--- src/rtl/rtc_bus_if.sv ---
// Request/response bundle between a host and the RTC multiplexed-bus controller.
interface rtc_bus_if;
  logic       start_wr;
  logic       start_rd;
  logic [7:0] addr;
  logic [7:0] wr_data;
  logic [7:0] ad_in;
  logic       sel;
  logic [7:0] addr_q;
  logic [7:0] data_q;
  logic       ad_oe;
  logic       cs_n;
  logic       ad_n;
  logic       wr_n;
  logic       rd_n;
  logic [7:0] rd_data;
  logic       busy;
  logic       done;

  modport master (
    output start_wr, start_rd, addr, wr_data, ad_in,
    input  sel, addr_q, data_q, ad_oe, cs_n, ad_n, wr_n, rd_n, rd_data, busy, done
  );

  modport slave (
    input  start_wr, start_rd, addr, wr_data, ad_in,
    output sel, addr_q, data_q, ad_oe, cs_n, ad_n, wr_n, rd_n, rd_data, busy, done
  );
endinterface

--- src/rtl/rtc_bus_ctrl.sv ---
// Sequencer for a multiplexed address/data RTC bus: address phase, data phase, done pulse.
// Every state except IDLE/DONE lasts PHASE_CYC cycles; all outputs are flops.
module rtc_bus_ctrl #(
  parameter int unsigned PHASE_CYC = 4
) (
  input  logic     clk,
  input  logic     reset,
  rtc_bus_if.slave bus
);

  localparam int unsigned CNT_W = 4;
  localparam int unsigned DAT_W = 8;
  localparam logic [CNT_W-1:0] RELOAD = CNT_W'(PHASE_CYC - 1);

  typedef enum logic [2:0] {
    IDLE, A_SET, A_STB, A_HLD, D_SET, D_STB, D_HLD, DONE
  } state_e;

  state_e             state_q, state_d;
  logic [CNT_W-1:0]   cnt_q, cnt_d;
  logic               is_rd_q, is_rd_d;
  logic [DAT_W-1:0]   addr_lat_q, addr_lat_d;
  logic [DAT_W-1:0]   data_lat_q, data_lat_d;
  logic [DAT_W-1:0]   rd_data_q, rd_data_d;
  logic               sel_q, sel_d;
  logic               ad_oe_q, ad_oe_d;
  logic               cs_n_q, cs_n_d;
  logic               ad_n_q, ad_n_d;
  logic               wr_n_q, wr_n_d;
  logic               rd_n_q, rd_n_d;
  logic               busy_q, busy_d;
  logic               done_q, done_d;

  // State register and all output flops
  always_ff @(posedge clk) begin
    if (reset) begin
      state_q    <= IDLE;
      cnt_q      <= '0;
      is_rd_q    <= 1'b0;
      addr_lat_q <= '0;
      data_lat_q <= '0;
      rd_data_q  <= '0;
      sel_q      <= 1'b0;
      ad_oe_q    <= 1'b0;
      cs_n_q     <= 1'b1;
      ad_n_q     <= 1'b1;
      wr_n_q     <= 1'b1;
      rd_n_q     <= 1'b1;
      busy_q     <= 1'b0;
      done_q     <= 1'b0;
    end else begin
      state_q    <= state_d;
      cnt_q      <= cnt_d;
      is_rd_q    <= is_rd_d;
      addr_lat_q <= addr_lat_d;
      data_lat_q <= data_lat_d;
      rd_data_q  <= rd_data_d;
      sel_q      <= sel_d;
      ad_oe_q    <= ad_oe_d;
      cs_n_q     <= cs_n_d;
      ad_n_q     <= ad_n_d;
      wr_n_q     <= wr_n_d;
      rd_n_q     <= rd_n_d;
      busy_q     <= busy_d;
      done_q     <= done_d;
    end
  end

  // Next state, phase timing, request latching and read capture
  always_comb begin
    state_d    = state_q;
    cnt_d      = cnt_q;
    is_rd_d    = is_rd_q;
    addr_lat_d = addr_lat_q;
    data_lat_d = data_lat_q;
    rd_data_d  = rd_data_q;
    unique case (state_q)
      IDLE: begin
        if (bus.start_wr || bus.start_rd) begin
          state_d    = A_SET;
          cnt_d      = RELOAD;
          is_rd_d    = ~bus.start_wr;
          addr_lat_d = bus.addr;
          data_lat_d = bus.wr_data;
        end
      end
      DONE: begin
        state_d = IDLE;
        cnt_d   = '0;
      end
      default: begin
        if (cnt_q == '0) begin
          cnt_d = RELOAD;
          unique case (state_q)
            A_SET:   state_d = A_STB;
            A_STB:   state_d = A_HLD;
            A_HLD:   state_d = D_SET;
            D_SET:   state_d = D_STB;
            D_STB:   state_d = D_HLD;
            default: begin
              state_d = DONE;
              cnt_d   = '0;
            end
          endcase
        end else begin
          cnt_d = cnt_q - CNT_W'(1);
        end
      end
    endcase
    // Sample the bus on the last cycle of the read strobe
    if (state_q == D_STB && is_rd_q && cnt_q == '0) begin
      rd_data_d = bus.ad_in;
    end
  end

  // Output decode from the upcoming state so the registered pins line up with it
  always_comb begin
    sel_d   = 1'b0;
    ad_oe_d = 1'b0;
    cs_n_d  = 1'b1;
    ad_n_d  = 1'b1;
    wr_n_d  = 1'b1;
    rd_n_d  = 1'b1;
    busy_d  = (state_d != IDLE);
    done_d  = 1'b0;
    unique case (state_d)
      A_SET, A_HLD: begin
        cs_n_d  = 1'b0;
        ad_n_d  = 1'b0;
        ad_oe_d = 1'b1;
      end
      A_STB: begin
        cs_n_d  = 1'b0;
        ad_n_d  = 1'b0;
        ad_oe_d = 1'b1;
        wr_n_d  = 1'b0;
      end
      D_SET, D_HLD: begin
        cs_n_d  = 1'b0;
        sel_d   = 1'b1;
        ad_oe_d = ~is_rd_d;
      end
      D_STB: begin
        cs_n_d = 1'b0;
        sel_d  = 1'b1;
        if (is_rd_d) begin
          rd_n_d = 1'b0;
        end else begin
          wr_n_d  = 1'b0;
          ad_oe_d = 1'b1;
        end
      end
      DONE: done_d = 1'b1;
      default: ;
    endcase
  end

  assign bus.sel     = sel_q;
  assign bus.addr_q  = addr_lat_q;
  assign bus.data_q  = data_lat_q;
  assign bus.ad_oe   = ad_oe_q;
  assign bus.cs_n    = cs_n_q;
  assign bus.ad_n    = ad_n_q;
  assign bus.wr_n    = wr_n_q;
  assign bus.rd_n    = rd_n_q;
  assign bus.rd_data = rd_data_q;
  assign bus.busy    = busy_q;
  assign bus.done    = done_q;

endmodule

--- src/flat_wrapper.sv ---
// flat-port wrapper written by rule: the top's interface ports become plain ports
module rtc_bus_ctrl_flat 
#(
  parameter int unsigned PHASE_CYC = 4
)
  (clk, reset, bus_start_wr, bus_start_rd, bus_addr, bus_wr_data, bus_ad_in, bus_sel, bus_addr_q, bus_data_q, bus_ad_oe, bus_cs_n, bus_ad_n, bus_wr_n, bus_rd_n, bus_rd_data, bus_busy, bus_done);
  rtc_bus_if bus_i ();
  input  logic clk;
  input  logic reset;
  input wire logic [$bits(bus_i.start_wr)-1:0] bus_start_wr;
  input wire logic [$bits(bus_i.start_rd)-1:0] bus_start_rd;
  input wire logic [$bits(bus_i.addr)-1:0] bus_addr;
  input wire logic [$bits(bus_i.wr_data)-1:0] bus_wr_data;
  input wire logic [$bits(bus_i.ad_in)-1:0] bus_ad_in;
  output wire logic [$bits(bus_i.sel)-1:0] bus_sel;
  output wire logic [$bits(bus_i.addr_q)-1:0] bus_addr_q;
  output wire logic [$bits(bus_i.data_q)-1:0] bus_data_q;
  output wire logic [$bits(bus_i.ad_oe)-1:0] bus_ad_oe;
  output wire logic [$bits(bus_i.cs_n)-1:0] bus_cs_n;
  output wire logic [$bits(bus_i.ad_n)-1:0] bus_ad_n;
  output wire logic [$bits(bus_i.wr_n)-1:0] bus_wr_n;
  output wire logic [$bits(bus_i.rd_n)-1:0] bus_rd_n;
  output wire logic [$bits(bus_i.rd_data)-1:0] bus_rd_data;
  output wire logic [$bits(bus_i.busy)-1:0] bus_busy;
  output wire logic [$bits(bus_i.done)-1:0] bus_done;
  assign bus_i.start_wr = bus_start_wr;
  assign bus_i.start_rd = bus_start_rd;
  assign bus_i.addr = bus_addr;
  assign bus_i.wr_data = bus_wr_data;
  assign bus_i.ad_in = bus_ad_in;
  assign bus_sel = bus_i.sel;
  assign bus_addr_q = bus_i.addr_q;
  assign bus_data_q = bus_i.data_q;
  assign bus_ad_oe = bus_i.ad_oe;
  assign bus_cs_n = bus_i.cs_n;
  assign bus_ad_n = bus_i.ad_n;
  assign bus_wr_n = bus_i.wr_n;
  assign bus_rd_n = bus_i.rd_n;
  assign bus_rd_data = bus_i.rd_data;
  assign bus_busy = bus_i.busy;
  assign bus_done = bus_i.done;
  rtc_bus_ctrl #(.PHASE_CYC(PHASE_CYC)) u_core (.clk(clk), .reset(reset), .bus(bus_i));
endmodule
--- config.mk ---
export PLATFORM = sky130hd
export DESIGN_NAME = rtc_bus_ctrl_flat
export DESIGN_NICKNAME = d
export VERILOG_FILES = /design/src/rtl/rtc_bus_if.sv /design/src/rtl/rtc_bus_ctrl.sv /design/src/flat_wrapper.sv
export SDC_FILE = /design/constraint.sdc
export NUM_CORES = 1
export LEC_CHECK = 0
export CORE_ASPECT_RATIO = 2
export CORE_MARGIN = 1
export CORE_UTILIZATION = 43
export CTS_CLUSTER_DIAMETER = 40
export DETAILED_ROUTE_END_ITERATION = 12
export GPL_TIMING_DRIVEN = 0
export PLACE_DENSITY = 0.78
export SYNTH_ARGS = -nofsm -noshare
export SYNTH_HDL_FRONTEND = slang
export SYNTH_SLANG_ARGS = --single-unit
--- constraint.sdc ---
create_clock -name clk -period 2 [get_ports clk]
set_input_delay 0.3 -clock clk [delete_from_list [all_inputs] [get_ports clk]]
set_output_delay 0.3 -clock clk [all_outputs]
set_load 0.01 [all_outputs]
==> summary.json <==
{
  "clkSlewWorstSetupHoldPaths": {"value": 0.07, "unit": "ns"},
  "ios": {"value": 60},
  "crit_slowest_cell": {"value": "or4_1"},
  "final_hold_viol_count": {"value": 0},
  "placement_rows": {"value": 30},
  "syn_area_per_cell": {"value": 8.94, "unit": "sq um"},
  "initial_core_util": {"value": 46.1, "unit": "%"},
  "status": {"value": "finished, final reports clean"},
  "period_share": {"value": 96.1, "unit": "%"},
  "rsz0062_at_grt": {"value": "false"},
  "holdCritPathClass": {"value": "flop to flop"},
  "placed_cells": {"value": 285},
  "timing.rr.start": {"value": "u_core.cnt_q[0]"},
  "postRouteAntennaNets": {"value": 0},
  "grt.total_usage": {"value": 19.7, "unit": "%"},
  "cts_tree": {"value": "built"},
  "synth-seq-cells": {"value": 40},
  "report.final.setup_viol": {"value": 0},
  "worstSkewPairLatency": {"value": 0.28, "unit": "ns"},
  "maxCapViolCount": {"value": 0},
  "reg2reg_depth": {"value": 6},
  "max_slew.worst_pin.slew": {"value": 0.457, "unit": "ns"},
  "grt_antenna_before_repair": {"value": 0},
  "number_of_buffers_inserted_during_clock_tree_synthesis": {"value": 5},
  "netlist-cell-type-count": {"value": 39},
  "clk_root_buffer_cell": {"value": "clkbuf_8"},
  "placed_cell_area": {"value": 0.00224, "unit": "sq mm"},
  "hold_start": {"value": "u_core.bus.data_q[3]"},
  "critical_path_arrival": {"value": 2.10, "unit": "ns"},
  "gp_congestion": {"value": 0.830},
  "fin_nets": {"value": 274},
  "critical_path.startpoint_type": {"value": "flop"},
  "critical_path_buf_inv_count": {"value": 1},
  "grt.met3_usage": {"value": 4.33, "unit": "%"},
  "finalWorstPathRequiredPeriod": {"value": 1.92, "unit": "ns"},
  "cts.htree.levels": {"value": 2},
  "route.detailed.wl_per_inst": {"value": 12.1, "unit": "microns"},
  "postLayoutCellArea": {"value": 0.00236, "unit": "sq mm"},
  "path_class": {"value": "flop to flop"},
  "max-slew-margin-rel": {"value": 69.3, "unit": "%"},
  "grt_use_met1": {"value": 18.1, "unit": "%"},
  "layoutNonFillerInstCount": {"value": 293},
  "endpoint_kind": {"value": "flop"},
  "vias_per_cell": {"value": 4.87},
  "maxClockFrequency": {"value": 0.521, "unit": "GHz"},
  "hold_path_depth": {"value": 2},
  "synth.cell_area": {"value": 0.00159, "unit": "sq mm"},
  "yosysSeqAreaShare": {"value": 50.3, "unit": "%"},
  "cts_setup_buffers": {"value": 0},
  "timing.critical_path.cells": {"value": "inv_1 -> ha_1 -> and4bb_2 -> mux2i_4 -> or4_1 -> o32a_1"},
  "cp-startpoint": {"value": "u_core.cnt_q[0]"},
  "drc": {"value": 0},
  "hold_ws": {"value": 0.451, "unit": "ns"},
  "setup_tns": {"value": 0, "unit": "ns"},
  "grt_pass1_vias": {"value": 1340},
  "layout_skew": {"value": 0.00423, "unit": "ns"},
  "global_route_wire_length_before_repair": {"value": 5730, "unit": "microns"},
  "critical-path-top-delay-family": {"value": "simple AND/OR/NAND/NOR gates"},
  "post_route_cells_drive_above_1_share": {"value": 9.80, "unit": "%"},
  "power.density": {"value": 1050, "unit": "mW/mm^2"},
  "die_x_extent": {"value": 45.0, "unit": "microns"},
  "final-max-slew-violation-count": {"value": 0},
  "vias": {"value": 1427},
  "p_leak": {"value": 0.875, "unit": "nW"},
  "grt-busiest-layer": {"value": "met2"},
  "first_iter_violations": {"value": 19},
  "inserted_diodes": {"value": 0},
  "grt_max_degree": {"value": 12},
  "crit_fanout": {"value": 8},
  "dr.pass1.iters": {"value": 4},
  "dp.final_hpwl": {"value": 2640, "unit": "microns"},
  "groute.layer.met2.usage": {"value": 37.3, "unit": "%"},
  "synth.net_count": {"value": 208},
  "fp.coreArea": {"value": 0.00345, "unit": "sq mm"},
  "synth-edff-count": {"value": 0},
  "post-layout-total-power": {"value": 0.00247, "unit": "W"},
  "max-clock-path-buffers": {"value": 2},
  "cts.sink_count": {"value": 40},
  "required": {"value": 2.18, "unit": "ns"},
  "yosys_warnings": {"value": 0},
  "area_delta_synth_final": {"value": 48.4, "unit": "%"},
  "placement.io_buffers": {"value": 59},
  "synth-async-reset-ratio": {"value": 0, "unit": "%"},
  "die_footprint": {"value": 0.00396, "unit": "sq mm"},
  "floorplan.die.height": {"value": 88.0, "unit": "microns"},
  "synth_ff_type": {"value": "dfxtp_1"},
  "syn-instance-count": {"value": 178},
  "max-vdd-ir-drop": {"value": 0.674, "unit": "mV"},
  "critical_path.max_stage_delay": {"value": 0.50, "unit": "ns"},
  "gr-total-overflow": {"value": 0},
  "routed_wire_length": {"value": 3540, "unit": "microns"},
  "cell_count_along_the_critical_path": {"value": 6}
}
-- path summary, 6_finish.rpt --
kind                               end  slack, ns
hold / removal    u_core.bus.data_q[3]       0.45
hold reg to reg   u_core.bus.data_q[3]       0.45
setup reg to reg       u_core.bus.wr_n       0.08
setup / recovery       u_core.bus.wr_n       0.08
-- logic make-up after synthesis --
group / share of synthesized area [%]
AO/OA/AOI/OAI: 13.1
adder cells (fa/ha/maj): 1.57
buffers and inverters: 3.77
flip-flops: 50.3
multiplexers: 7.63
AND/OR/NAND/NOR: 23.7
-- layout make-up --
class	instances	area (sq um)
fillers	291	1090
inverters	3	11.3
well taps	48	60.1
multi-input cells	125	757
clock buffers	8	90.1
flip-flops and latches	40	805
plain buffers	10	48.8
repair buffers	59	591
-- worst register-to-register path, stage by stage, from the launching register on --
cell,delay [ns]
dfxtp_4,0.36
inv_1,0.06
ha_1,0.21
and4bb_2,0.28
mux2i_4,0.23
or4_1,0.50
o32a_1,0.18
-- through the flow --
step                util [%]  setup slack [ns]
floorplan                  -             0.188
global route            68.4          0.000149
detailed placement      64.9           -0.0238
CTS                     67.9            0.0295
finish                  68.4            0.0788
global placement        64.9            0.0292
-- placed cells by master (no fill, tap or decap), drive strengths merged, types with 2 or more instances in the layout --
cell / instances
clkdlybuf4s50: 59
a31oi: 3
buf: 5
nand4b: 2
a21oi: 19
inv: 3
nand2: 40
mux2i: 11
nor2: 16
nor3: 4
clkbuf: 13
nor4b: 2
ha: 2
o21ai: 3
or2: 2
nand2b: 2
dfxtp: 40
-- cell usage after synthesis (3+ instances only) --
library cell,number,area (sq um)
nand2_1,40,150
buf_2,3,15.0
mux2i_1,11,110
a21oi_1,19,95.1
nor2_1,15,56.3
a31oi_1,3,18.8
nor3_1,3,15.0
inv_1,3,11.3
dfxtp_1,40,801
clkbuf_1,5,18.8
-- metal layers --
layer / routed length [microns] / part of all wire [%]
met4: 108 / 3.0
met2: 2020 / 57
met1: 1260 / 35
met3: 161 / 4.5
met5: 0 / 0
-- power breakdown --
part / switching, W / internal (W) / leakage (nW)
combinational: 0.000482 / 0.000464 / 0.501
sequential: 0.0000675 / 0.000929 / 0.329
clock: 0.000249 / 0.000281 / 0.0455
-- flip-flops by register name, summed over array words and instances, names as in the netlist --
register / cells
u_core.bus.data_q: 8
u_core.bus.sel: 1
u_core.bus.done: 1
u_core.bus.rd_n: 1
u_core.is_rd_q: 1
u_core.state_q: 3
u_core.cnt_q: 4
u_core.bus.cs_n: 1
u_core.bus.addr_q: 8
u_core.bus.wr_n: 1
u_core.bus.ad_n: 1
u_core.bus.rd_data: 8
u_core.bus.busy: 1
u_core.bus.ad_oe: 1
-- timing repair --
| item | 4_1_cts | 5_1_grt |
|---|---|---|
| hold buffers | 0 | 0 |
| endpoints found under the setup margin | 1 | 8 |
| gates resized for setup | 3 | 5 |
| pin swaps | 0 | 1 |
| endpoints found under the hold margin | 0 | 0 |
(Power assumes the default switching activity.)
